===== src/rtl/adau_spi_pkg.sv =====
// adau_spi_pkg
// Shared definitions for the parametrised ADAU SPI master:
//   - spi_state_e : transfer FSM states
//   - SPI_MODE0   : {CPOL, CPHA} of the serial link (mode 0, clock idles low)
//   - nb_width()  : width of the byte-count input for a given word width
//   - cs_width()  : width of the latch-select input for a given latch count
package adau_spi_pkg;

  typedef enum logic [1:0] {
    S_IDLE  = 2'd0,
    S_SHIFT = 2'd1,
    S_HOLD  = 2'd2,
    S_GAP   = 2'd3
  } spi_state_e;

  localparam logic [1:0] SPI_MODE0 = 2'b00;

  function automatic int nb_width(input int data_w);
    return $clog2(data_w / 8 + 1);
  endfunction

  function automatic int cs_width(input int num_cs);
    return (num_cs <= 1) ? 1 : $clog2(num_cs);
  endfunction

endpackage


===== src/rtl/adau_spi_bitclk.sv =====
// adau_spi_bitclk
// Divided serial clock generator. While enabled, cclk spends CLK_DIV clk
// cycles low and then CLK_DIV cycles high, starting low. The strobes are
// high in the clk cycle whose closing edge makes cclk rise or fall, so the
// parent can sample or shift on that same edge.
// Ports:
//   clk        in  system clock
//   reset_n    in  synchronous active-low reset
//   en_i       in  run the divider; when low the phase restarts, cclk low
//   cclk_o     out serial clock (idle level from SPI_MODE0)
//   rise_stb_o out cclk rises at the next clk edge
//   fall_stb_o out cclk falls at the next clk edge
module adau_spi_bitclk
  import adau_spi_pkg::*;
#(
  parameter int CLK_DIV = 4
) (
  input  logic clk,
  input  logic reset_n,
  input  logic en_i,
  output logic cclk_o,
  output logic rise_stb_o,
  output logic fall_stb_o
);

  localparam int CW = (CLK_DIV > 1) ? $clog2(CLK_DIV) : 1;

  logic [CW-1:0] cnt_q;
  logic          cclk_q;
  logic          last_phase;

  assign last_phase = (cnt_q == CW'(CLK_DIV - 1));
  assign rise_stb_o = en_i && last_phase && !cclk_q;
  assign fall_stb_o = en_i && last_phase && cclk_q;
  // Internal phase is always low-first; CPOL only inverts the pin.
  assign cclk_o     = cclk_q ^ SPI_MODE0[1];

  always_ff @(posedge clk) begin
    if (!reset_n || !en_i) begin
      cnt_q  <= '0;
      cclk_q <= 1'b0;
    end else if (last_phase) begin
      cnt_q  <= '0;
      cclk_q <= ~cclk_q;
    end else begin
      cnt_q  <= cnt_q + 1'b1;
    end
  end

endmodule


===== src/rtl/adau_spi_master_param.sv =====
// adau_spi_master_param
// Serialises a variable-length MSB-first command word onto cdata/cclk
// (SPI mode 0) under one active-low latch line, capturing cout on every
// cclk rising edge. The captured bits are presented right-aligned on rdata
// with a one-cycle rvalid pulse when the master returns to idle.
// Ports:
//   clk, reset_n  clock, synchronous active-low reset
//   data_in       command word, MSB-aligned
//   nbytes        bytes to send (0 or > DATA_W/8 means DATA_W/8)
//   cs_sel        latch index; out-of-range selects no latch
//   valid/ready   command handshake, accepted on valid && ready
//   rdata/rvalid  read-back word and its update pulse
//   cout          serial input from the peripheral
//   cdata, cclk   serial output and clock
//   clatch_n      active-low latch outputs
module adau_spi_master_param
  import adau_spi_pkg::*;
#(
  parameter  int DATA_W    = 32,
  parameter  int CLK_DIV   = 4,
  parameter  int NUM_CS    = 1,
  parameter  int LATCH_GAP = 2,
  localparam int NB_W      = nb_width(DATA_W),
  localparam int CS_W      = cs_width(NUM_CS)
) (
  input  logic              clk,
  input  logic              reset_n,
  input  logic [DATA_W-1:0] data_in,
  input  logic [NB_W-1:0]   nbytes,
  input  logic [CS_W-1:0]   cs_sel,
  input  logic              valid,
  output logic              ready,
  output logic [DATA_W-1:0] rdata,
  output logic              rvalid,
  input  logic              cout,
  output logic              cdata,
  output logic              cclk,
  output logic [NUM_CS-1:0] clatch_n
);

  localparam int MAX_BYTES = DATA_W / 8;
  localparam int BC_W      = $clog2(DATA_W + 1);
  localparam int WMAX      = (CLK_DIV > LATCH_GAP) ? CLK_DIV : LATCH_GAP;
  localparam int WC_W      = $clog2(WMAX + 1);

  spi_state_e        state_q;
  logic              ready_q;
  logic              rvalid_q;
  logic [DATA_W-1:0] rdata_q;
  logic              cdata_q;
  logic [NUM_CS-1:0] clatch_q;
  logic [DATA_W-1:0] tx_q;
  logic [DATA_W-1:0] rx_q;
  logic [BC_W-1:0]   nbits_q;
  logic [BC_W-1:0]   bit_cnt_q;
  logic [WC_W-1:0]   wcnt_q;
  logic              rise_stb;
  logic              fall_stb;

  // Bit count after the zero / oversize substitution.
  function automatic logic [BC_W-1:0] nbits_of(input logic [NB_W-1:0] nb);
    int n;
    n = int'(nb);
    if (n == 0 || n > MAX_BYTES) n = MAX_BYTES;
    return BC_W'(n * 8);
  endfunction

  // One-cold latch pattern; an index past the last latch asserts nothing.
  function automatic logic [NUM_CS-1:0] latch_mask(input logic [CS_W-1:0] sel);
    logic [NUM_CS-1:0] m;
    m = '1;
    for (int i = 0; i < NUM_CS; i++) begin
      if (int'(sel) == i) m[i] = 1'b0;
    end
    return m;
  endfunction

  adau_spi_bitclk #(
    .CLK_DIV(CLK_DIV)
  ) u_bitclk (
    .clk       (clk),
    .reset_n   (reset_n),
    .en_i      (state_q == S_SHIFT),
    .cclk_o    (cclk),
    .rise_stb_o(rise_stb),
    .fall_stb_o(fall_stb)
  );

  assign ready    = ready_q;
  assign rvalid   = rvalid_q;
  assign rdata    = rdata_q;
  assign cdata    = cdata_q;
  assign clatch_n = clatch_q;

  always_ff @(posedge clk) begin
    if (!reset_n) begin
      state_q   <= S_IDLE;
      ready_q   <= 1'b1;
      rvalid_q  <= 1'b0;
      rdata_q   <= '0;
      cdata_q   <= 1'b0;
      clatch_q  <= '1;
      bit_cnt_q <= '0;
      wcnt_q    <= '0;
    end else begin
      rvalid_q <= 1'b0;
      case (state_q)
        S_IDLE: begin
          if (valid) begin
            state_q   <= S_SHIFT;
            ready_q   <= 1'b0;
            tx_q      <= data_in;
            rx_q      <= '0;
            cdata_q   <= data_in[DATA_W-1];
            nbits_q   <= nbits_of(nbytes);
            clatch_q  <= latch_mask(cs_sel);
            bit_cnt_q <= '0;
            wcnt_q    <= '0;
          end
        end
        S_SHIFT: begin
          if (rise_stb) rx_q <= {rx_q[DATA_W-2:0], cout};
          if (fall_stb) begin
            // The falling edge closing the last high phase ends shifting.
            if (bit_cnt_q == nbits_q - 1'b1) begin
              state_q <= S_HOLD;
              cdata_q <= 1'b0;
              wcnt_q  <= '0;
            end else begin
              bit_cnt_q <= bit_cnt_q + 1'b1;
              tx_q      <= {tx_q[DATA_W-2:0], 1'b0};
              cdata_q   <= tx_q[DATA_W-2];
            end
          end
        end
        S_HOLD: begin
          if (wcnt_q == WC_W'(CLK_DIV - 1)) begin
            state_q  <= S_GAP;
            clatch_q <= '1;
            wcnt_q   <= '0;
          end else begin
            wcnt_q <= wcnt_q + 1'b1;
          end
        end
        S_GAP: begin
          if (wcnt_q == WC_W'(LATCH_GAP - 1)) begin
            state_q  <= S_IDLE;
            ready_q  <= 1'b1;
            rdata_q  <= rx_q;
            rvalid_q <= 1'b1;
          end else begin
            wcnt_q <= wcnt_q + 1'b1;
          end
        end
        default: state_q <= S_IDLE;
      endcase
    end
  end

endmodule


===== config.mk =====
export PLATFORM = sky130hd
export DESIGN_NAME = adau_spi_master_param
export DESIGN_NICKNAME = d
export VERILOG_FILES = /design/src/rtl/adau_spi_pkg.sv /design/src/rtl/adau_spi_bitclk.sv /design/src/rtl/adau_spi_master_param.sv
export SDC_FILE = /design/constraint.sdc
export NUM_CORES = 1
export LEC_CHECK = 0
export BUFFER_PORTS_ARGS = -buffer_cell sky130_fd_sc_hd__buf_2
export CORE_MARGIN = 1.5
export CORE_UTILIZATION = 50
export CTS_CLUSTER_SIZE = 25
export DETAILED_ROUTE_END_ITERATION = 10
export GPL_TIMING_DRIVEN = 0
export MAX_ROUTING_LAYER = met4
export PLACE_DENSITY = 0.72
export SLEW_MARGIN = 40
export SYNTH_ARGS = -nofsm -noshare
export SYNTH_HDL_FRONTEND = slang
export SYNTH_HIERARCHICAL = 1
export SYNTH_SLANG_ARGS = --single-unit

===== constraint.sdc =====
create_clock -name clk -period 7.1 [get_ports clk]
set_input_delay 1.065 -clock clk [delete_from_list [all_inputs] [get_ports clk]]
set_output_delay 1.065 -clock clk [all_outputs]
set_load 0.05 [all_outputs]

==> flow_summary.toml, run 1 <==
[run_status]
outcome = "finished clean"

[global_routing]
grt_max_degree = 32
grt_pass1_vias = 3303
antenna_found_initial = 0
overflow = 0
gr-usage-all-layers_pct = 20.8
grt_pass1_wl_mm = 15.5

[detailed_routing]
drc_errors = 0
met3WireLength_um = 390
wl_met2_mm = 4.66
drt-total-wl_mm = 9.37
wl_met1_mm = 4.21
vias_per_cell = 5.09
drt-pass1-iter-count = 4
avgRoutedWirePerCell_um = 14.5
ant_nets = 0
top_layer = "met4"
vias = 3290
drtIter0Drc = 171

[cts]
cts_buffers = 17
cts_root_buffer = "clkbuf_8"
insertion_delay_ns = 0.51
clk_path_buf_depth = 2
cts_tree = "built"
post_cts_buffers = 0
clk_pin_slew_ns = 0.05
hold_buffers = 0
htree_num_levels = 4
ctsResizeCount = 0
clock-sinks = 116

[critical_path]
crit_fanout = 31
critPathRequiredTime_ns = 7.23
cp-end-kind = "register"
crit_arrival_ns = 2.81
path_cells = "inv_1, ha_1, xnor3_2, and4_1, a211oi_1, and2_2"
worstRegToRegCells = 6
crit_path_top_delay_cell = "and2_2"
startpoint_type = "register"
slowest_delay_ns = 0.69
crit_type = "register to register"

[layout]
fin_util_pct = 64.4
areaGrowthSynthToFinish_pct = 24.7
finalNonFillerCells = 646
nNetsFinal = 556
fill_cells = 724
diodes = 0
drive_gt1_share_pct = 29.4

[pwr]
p_comb_share_pct = 18.9
leakage_nw = 2.31
vdd_drop_max_uv = 177
power_frac_seq_pct = 42.5
p_int_mw = 1.62
power_switching_share_pct = 26.9
p_switching_uw = 596
clockPowerShare_pct = 38.7
power_density_nw_per_um2 = 373

[flow_run]
cap_violations = 0

[timing]
finalCritPeriodShare_pct = 37.6
report.final.setup_viol = 0
fin_skew_ns = 0.0102
period_minus_slack_ns = 2.67
relSlewSlack_pct = 51.9
setup-tns-final_ns = 0
fmax_mhz = 374
tightest_slew_ns = 0.722
rsz0062_at_grt = "no"
slew_viol_final = 0
hold_viol_final = 0

[yosys]
ys_async_sr_fraction_pct = 0
yosys_warnings = 6
synth-main-ff-cell = "edfxtp_1"
synth_seq_cells = 116
yosysSeqAreaShare_pct = 62.5
syn_area_um2 = 4770
synth-edff-count = 66
post_synth_inst_count = 405
synthDistinctLibCells = 43
synth.avg_cell_area_um2 = 11.8
syn-num-nets = 457

[hold_path]
hold_path_class = "register to register"
hold_path_depth = 1

[placed_design]
dp_cells = 614
gp_congestion = 0.806
io_buffers = 76
hpwl_mm = 6.50

[floorplanning]
die_h_um = 101
die-area_um2 = 10100
io_pins = 77
die_w_um = 101
start_util_pct = 51.7
coreArea_um2 = 9240
rows = 35
metrics by stage:
step / cell area [µm²] / power [mW] / setup slack (ns) / hold WS [ns]
floorplan: 4770 / 1.25 / 3.01 / 0.404
global placement: 5320 / 1.35 / 1.73 / 0.413
detailed placement: 5350 / 1.37 / 3.99 / 0.427
CTS: 5950 / 2.23 / 4.42 / 0.435
global route: 5950 / 2.32 / 4.26 / 0.449
finish: 5950 / 2.22 / 4.43 / 0.431
critical path: cells and delay by family (launching register included):
kind / cells / cell delay, ns
adder cells (fa/ha/maj): 1 / 0.20
AO/OA/AOI/OAI: 1 / 0.36
AND/OR/NAND/NOR: 2 / 0.92
XOR/XNOR: 1 / 0.39
flip-flops: 1 / 0.36
buffers and inverters: 1 / 0.05
synthesized netlist by cell type (all sizes together) (2+ instances only):
cell    count  area (µm²)
xor2        2        25.0
ha         12         150
edfxtp     66        1980
and3        4        27.5
clkbuf     17        63.8
a21oi      38         190
a211oi      4        30.0
nor3        4        30.0
nor2        9        33.8
dfxtp      50        1000
nand2      76         285
a31oi       2        12.5
o21ai       5        25.0
and2       35         219
nand4       2        18.8
mux2       31         349
mux2i       3        30.0
a21o        2        15.0
nor2b       8        50.1
inv        10        37.5
nand3       4        20.0
o21bai      2        15.0
a311oi      2        17.5
buf         2        7.51
state kept, by name (all words and copies together) (netlist names):
name	cells
rvalid	1
rx_q	32
nbits_q	3
state_q	2
wcnt_q	3
u_bitclk/cnt_q	2
u_bitclk/cclk_o	1
tx_q	31
rdata	32
cdata	1
bit_cnt_q	6
clatch_n	1
ready	1
cell usage in the layout, fill, tap and decap left out, types with 2 or more instances in the layout:
cell        synthesis  layout
a21o_1              2       2
nand3_1             4       4
o21ai_0             5       5
and3_2              2       2
buf_4               0       2
nor2b_1             8       8
clkbuf_1           17      17
buf_2               0      78
and2_1             35      34
ha_1               12      12
bufinv_16           0       3
nor2_1              9       9
a211oi_1            4       4
mux2_2             31      31
a31oi_1             2       2
nor3_2              2       3
dfxtp_1            50      50
clkinvlp_4          0       3
clkbuf_16           0      17
clkinv_2            0       4
a21oi_1            38      38
edfxtp_1           66      66
o21bai_1            2       2
mux2i_1             3       3
nand2_1            76      76
and3_1              2       2
a311oi_1            2       2
buf_1               2       2
clkbuf_8            0       2
clkinv_1            1       2
inv_1              10      10
cell type report:
type | instances | area (µm²) | area share, %
Clock inverter | 13 | 154 | 2.59
Timing Repair Buffer | 80 | 405 | 6.81
Multi-Input combinational cell | 259 | 1680 | 28.3
Tap cell | 129 | 161 | 2.71
Sequential cell | 116 | 2980 | 50.1
Clock buffer | 19 | 453 | 7.61
Buffer | 19 | 71.3 | 1.20
Inverter | 11 | 41.3 | 0.694
final timing paths:
kind | from | slack [ns] | endpoint
hold / removal | u_bitclk/cnt_q[0] | 0.43 | u_bitclk/cnt_q[0]
hold reg to reg | u_bitclk/cnt_q[0] | 0.43 | u_bitclk/cnt_q[0]
setup / recovery | nbits_q[3] | 4.43 | tx_q[20]
setup reg to reg | nbits_q[3] | 4.43 | tx_q[20]
cell families (layout without fill, tap and decap cells):
kind of cell | count (synthesis) | after routing | synth area share, %
AOI/OAI and AO/OA | 62 | 62 | 7.76
muxes | 34 | 34 | 7.94
buffers and inverters | 30 | 142 | 2.36
DFF | 116 | 116 | 62.5
and+or+nand+nor | 147 | 147 | 15.1
adders and majority gates | 12 | 12 | 3.15
xor gates and xnor gates | 4 | 4 | 1.21
per-layer routing:
metal / global-route usage (%) / vias up
li1: - / 1624
met3: 5.34 / 12
met4: 8.99 / 0
met2: 33.2 / 71
met1: 25.0 / 1583
met5: - / -
power by group through the flow:
stage	combinational, mW	clock (mW)	sequential [mW]
2_1_floorplan	0.293	0	0.956
3_3_place_gp	0.389	0	0.957
3_5_place_dp	0.419	0	0.952
4_1_cts	0.421	0.867	0.942
5_1_grt	0.464	0.898	0.956
6_report	0.418	0.857	0.942
Power figures use the tool's default switching activity.
==> run 2, diff against run 1 <==
ABC_AREA = 1   (was not set)
clock period = 2.68 ns   (was 7.1 ns; I/O delays follow)
==> run 2 against run 1 <==
Effect of this change: clock skew about the same; setup slack worse by 4.1 ns; die area up 4.0%; synthesized cell count up 37%; global-route usage down 0.76 points; sequential power rose to 2.8 times the previous value; non-clock buffer count up 1; flip-flop and latch count unchanged.
==> flow_summary.toml, run 2 <==
[run_status]
outcome = "finished clean"

[timing]
holdWs_ns = 0.160
tightest_slew_ns = 0.456
period_minus_slack_ns = 2.31
finalCritPeriodShare_pct = 86.3
rsz0062_at_grt = "no"
fin_skew_ns = 0.0102
hold_viol_final = 0
setup-tns-final_ns = 0
relSlewSlack_pct = 69.5
report.final.setup_viol = 0
slew_viol_final = 0
fmax_mhz = 432
layout_setup_ws_ns = 0.368

[flow_run]
cap_violations = 0

[critical_path]
r2r-start = "state_q[1]"
path_cells = "inv_1, ha_1, buf_6, inv_4, nand2_1, nand2_2, nor2_4, nand2_2, nor2_4, buf_16"
rr_endpoint = "tx_q[0]"
crit_arrival_ns = 2.52
critPathRequiredTime_ns = 2.89
crit_fanout = 19
startpoint_type = "register"
crit_path_top_delay_cell = "nor2_4"
r2r_slack_ns = 0.37
slowest_delay_ns = 0.39
crit_start = "state_q[1]"
crit_path_end = "tx_q[0]"
crit_type = "register to register"
worstRegToRegCells = 10
cp-end-kind = "register"

[yosys]
synth_seq_cells = 116
yosysMostFrequentCell = "nand2_1"
yosys_warnings = 6
syn_area_um2 = 4970
synthDistinctLibCells = 31
synthTopCellsByCount = "nand2_1 (154), nor2_1 (94), edfxtp_1 (66)"
synth-main-ff-cell = "edfxtp_1"
synth.avg_cell_area_um2 = 8.97
synth-edff-count = 66
syn-num-nets = 606
post_synth_inst_count = 554
yosys.area.top_type = "edfxtp_1"
ys_async_sr_fraction_pct = 0
yosysSeqAreaShare_pct = 60.0
netlist.area_leader.share_pct = 39.9
synth.top_cells.by_area = "edfxtp_1 (40%), dfxtp_1 (20%), nand2_1 (12%), nor2_1 (7.1%), inv_1 (4.3%)"

[cts]
insertion_delay_ns = 0.51
cts_buffers = 17
clock-sinks = 116
ctsResizeCount = 0
htree_num_levels = 4
hold_buffers = 0
post_cts_buffers = 0
cts_root_buffer = "clkbuf_8"
clk_pin_slew_ns = 0.06
clk_path_buf_depth = 2
cts_tree = "built"

[pwr]
p_switching_mw = 1.99
p_int_mw = 4.07
power_frac_seq_pct = 43.3
power_density_nw_per_um2 = 993
vdd_drop_max_uv = 476
power_mw = 6.06
leakage_nw = 2.97
power_switching_share_pct = 32.8
p_comb_share_pct = 24.4
clockPowerShare_pct = 32.2

[detailed_routing]
drt-pass1-iter-count = 4
ant_nets = 0
met3WireLength_um = 433
top_layer = "met4"
wl_met2_mm = 4.55
drc_errors = 0
drtIter0Drc = 205
vias = 3803
drt-total-wl_mm = 9.75
avgRoutedWirePerCell_um = 12.2
vias_per_cell = 4.77
wl_met1_mm = 4.68

[placed_design]
post-place-ws_ns = 0.371
io_buffers = 76
gp_congestion = 0.803
place_area_um2 = 5590
hpwl_mm = 6.72
dp_cells = 765

[global_routing]
grt_max_degree = 21
antenna_found_initial = 0
overflow = 0
grt_pass1_vias = 3435
grt_pass1_wl_mm = 15.5
gr-usage-all-layers_pct = 20.0

[layout]
final_common_cell = "nand2_1"
seqCellArea_um2 = 2980
diodes = 0
finalNonFillerCells = 797
areaGrowthSynthToFinish_pct = 22.8
fin_util_pct = 63.0
multi_input_area_um2 = 1650
final_cell_mix = "nand2_1 (154), nor2_1 (92), buf_2 (84)"
final_area_um2 = 6100
fill_cells = 809
drive_gt1_share_pct = 21.8
nNetsFinal = 703

[floorplanning]
die_h_um = 103
io_pins = 77
start_util_pct = 51.3
rows = 36
die-area_um2 = 10500
die_w_um = 103
coreArea_um2 = 9680

[hold_path]
hold_path_class = "input pin to register"
-- run 2: cell types whose count changed after synthesis, sizes merged, moves of 10 or more --
cell | previous run | this run
a21oi | 38 | 13
o21ai | 5 | 36
inv | 10 | 60
mux2 | 31 | 0
nand2 | 76 | 163
nor2 | 9 | 99
nand3 | 4 | 14
and2 | 35 | 0
-- run 2: worst max-delay path: cells and delay by family (launching register included) --
| family | cells | cell delay (ns) |
|---|---|---|
| simple gates | 5 | 0.80 |
| buf+inv | 4 | 0.62 |
| flops | 1 | 0.32 |
| fa+ha+maj | 1 | 0.28 |
-- run 2: power by group through the flow --
stage / clock [mW] / combinational [mW] / sequential, mW
finish: 1.95 / 1.48 / 2.63
global route: 2.07 / 1.66 / 2.67
CTS: 1.98 / 1.49 / 2.63
detailed placement: 0 / 1.48 / 2.65
global placement: 0 / 1.35 / 2.65
floorplan: 0 / 0.946 / 2.74
-- run 2: cells by family after synthesis --
kind of cell	after synthesis	share of synthesized area, %
AND/OR/NAND/NOR	287	24.2
flip-flops	116	60.0
buffers and inverters	85	7.00
AO/OA/AOI/OAI	51	5.24
adder cells (fa/ha/maj)	12	3.02
XOR/XNOR	3	0.529
-- run 2: worst min-delay path by stage --
| stage | from | end | depth (start not counted) |
|---|---|---|---|
| 2_1_floorplan | u_bitclk/cnt_q[0] | u_bitclk/cnt_q[0] | 1 |
| 3_3_place_gp | u_bitclk/cnt_q[0] | u_bitclk/cnt_q[0] | 1 |
| 5_1_grt | data_in[26] | tx_q[26] | 3 |
| 6_report | data_in[16] | tx_q[16] | 3 |
| 3_5_place_dp | u_bitclk/cnt_q[0] | u_bitclk/cnt_q[0] | 1 |
| 4_1_cts | cout | rx_q[0] | 3 |
-- run 2: area by class of cell --
cell class                      instances  area share [%]
Multi-Input combinational cell        353            27.1
Inverter                               63            3.94
Clock inverter                         13            1.41
Buffer                                 22            1.76
Sequential cell                       116            48.9
Timing Repair Buffer                   78            7.13
Clock buffer                           19            7.07
Tap cell                              133            2.73
-- run 2: layer usage --
layer | global-route usage (%) | up-vias
met3 | 5.49 | 6
met1 | 26.6 | 1762
met4 | 7.90 | 0
met2 | 29.1 | 83
met5 | - | -
li1 | - | 1952
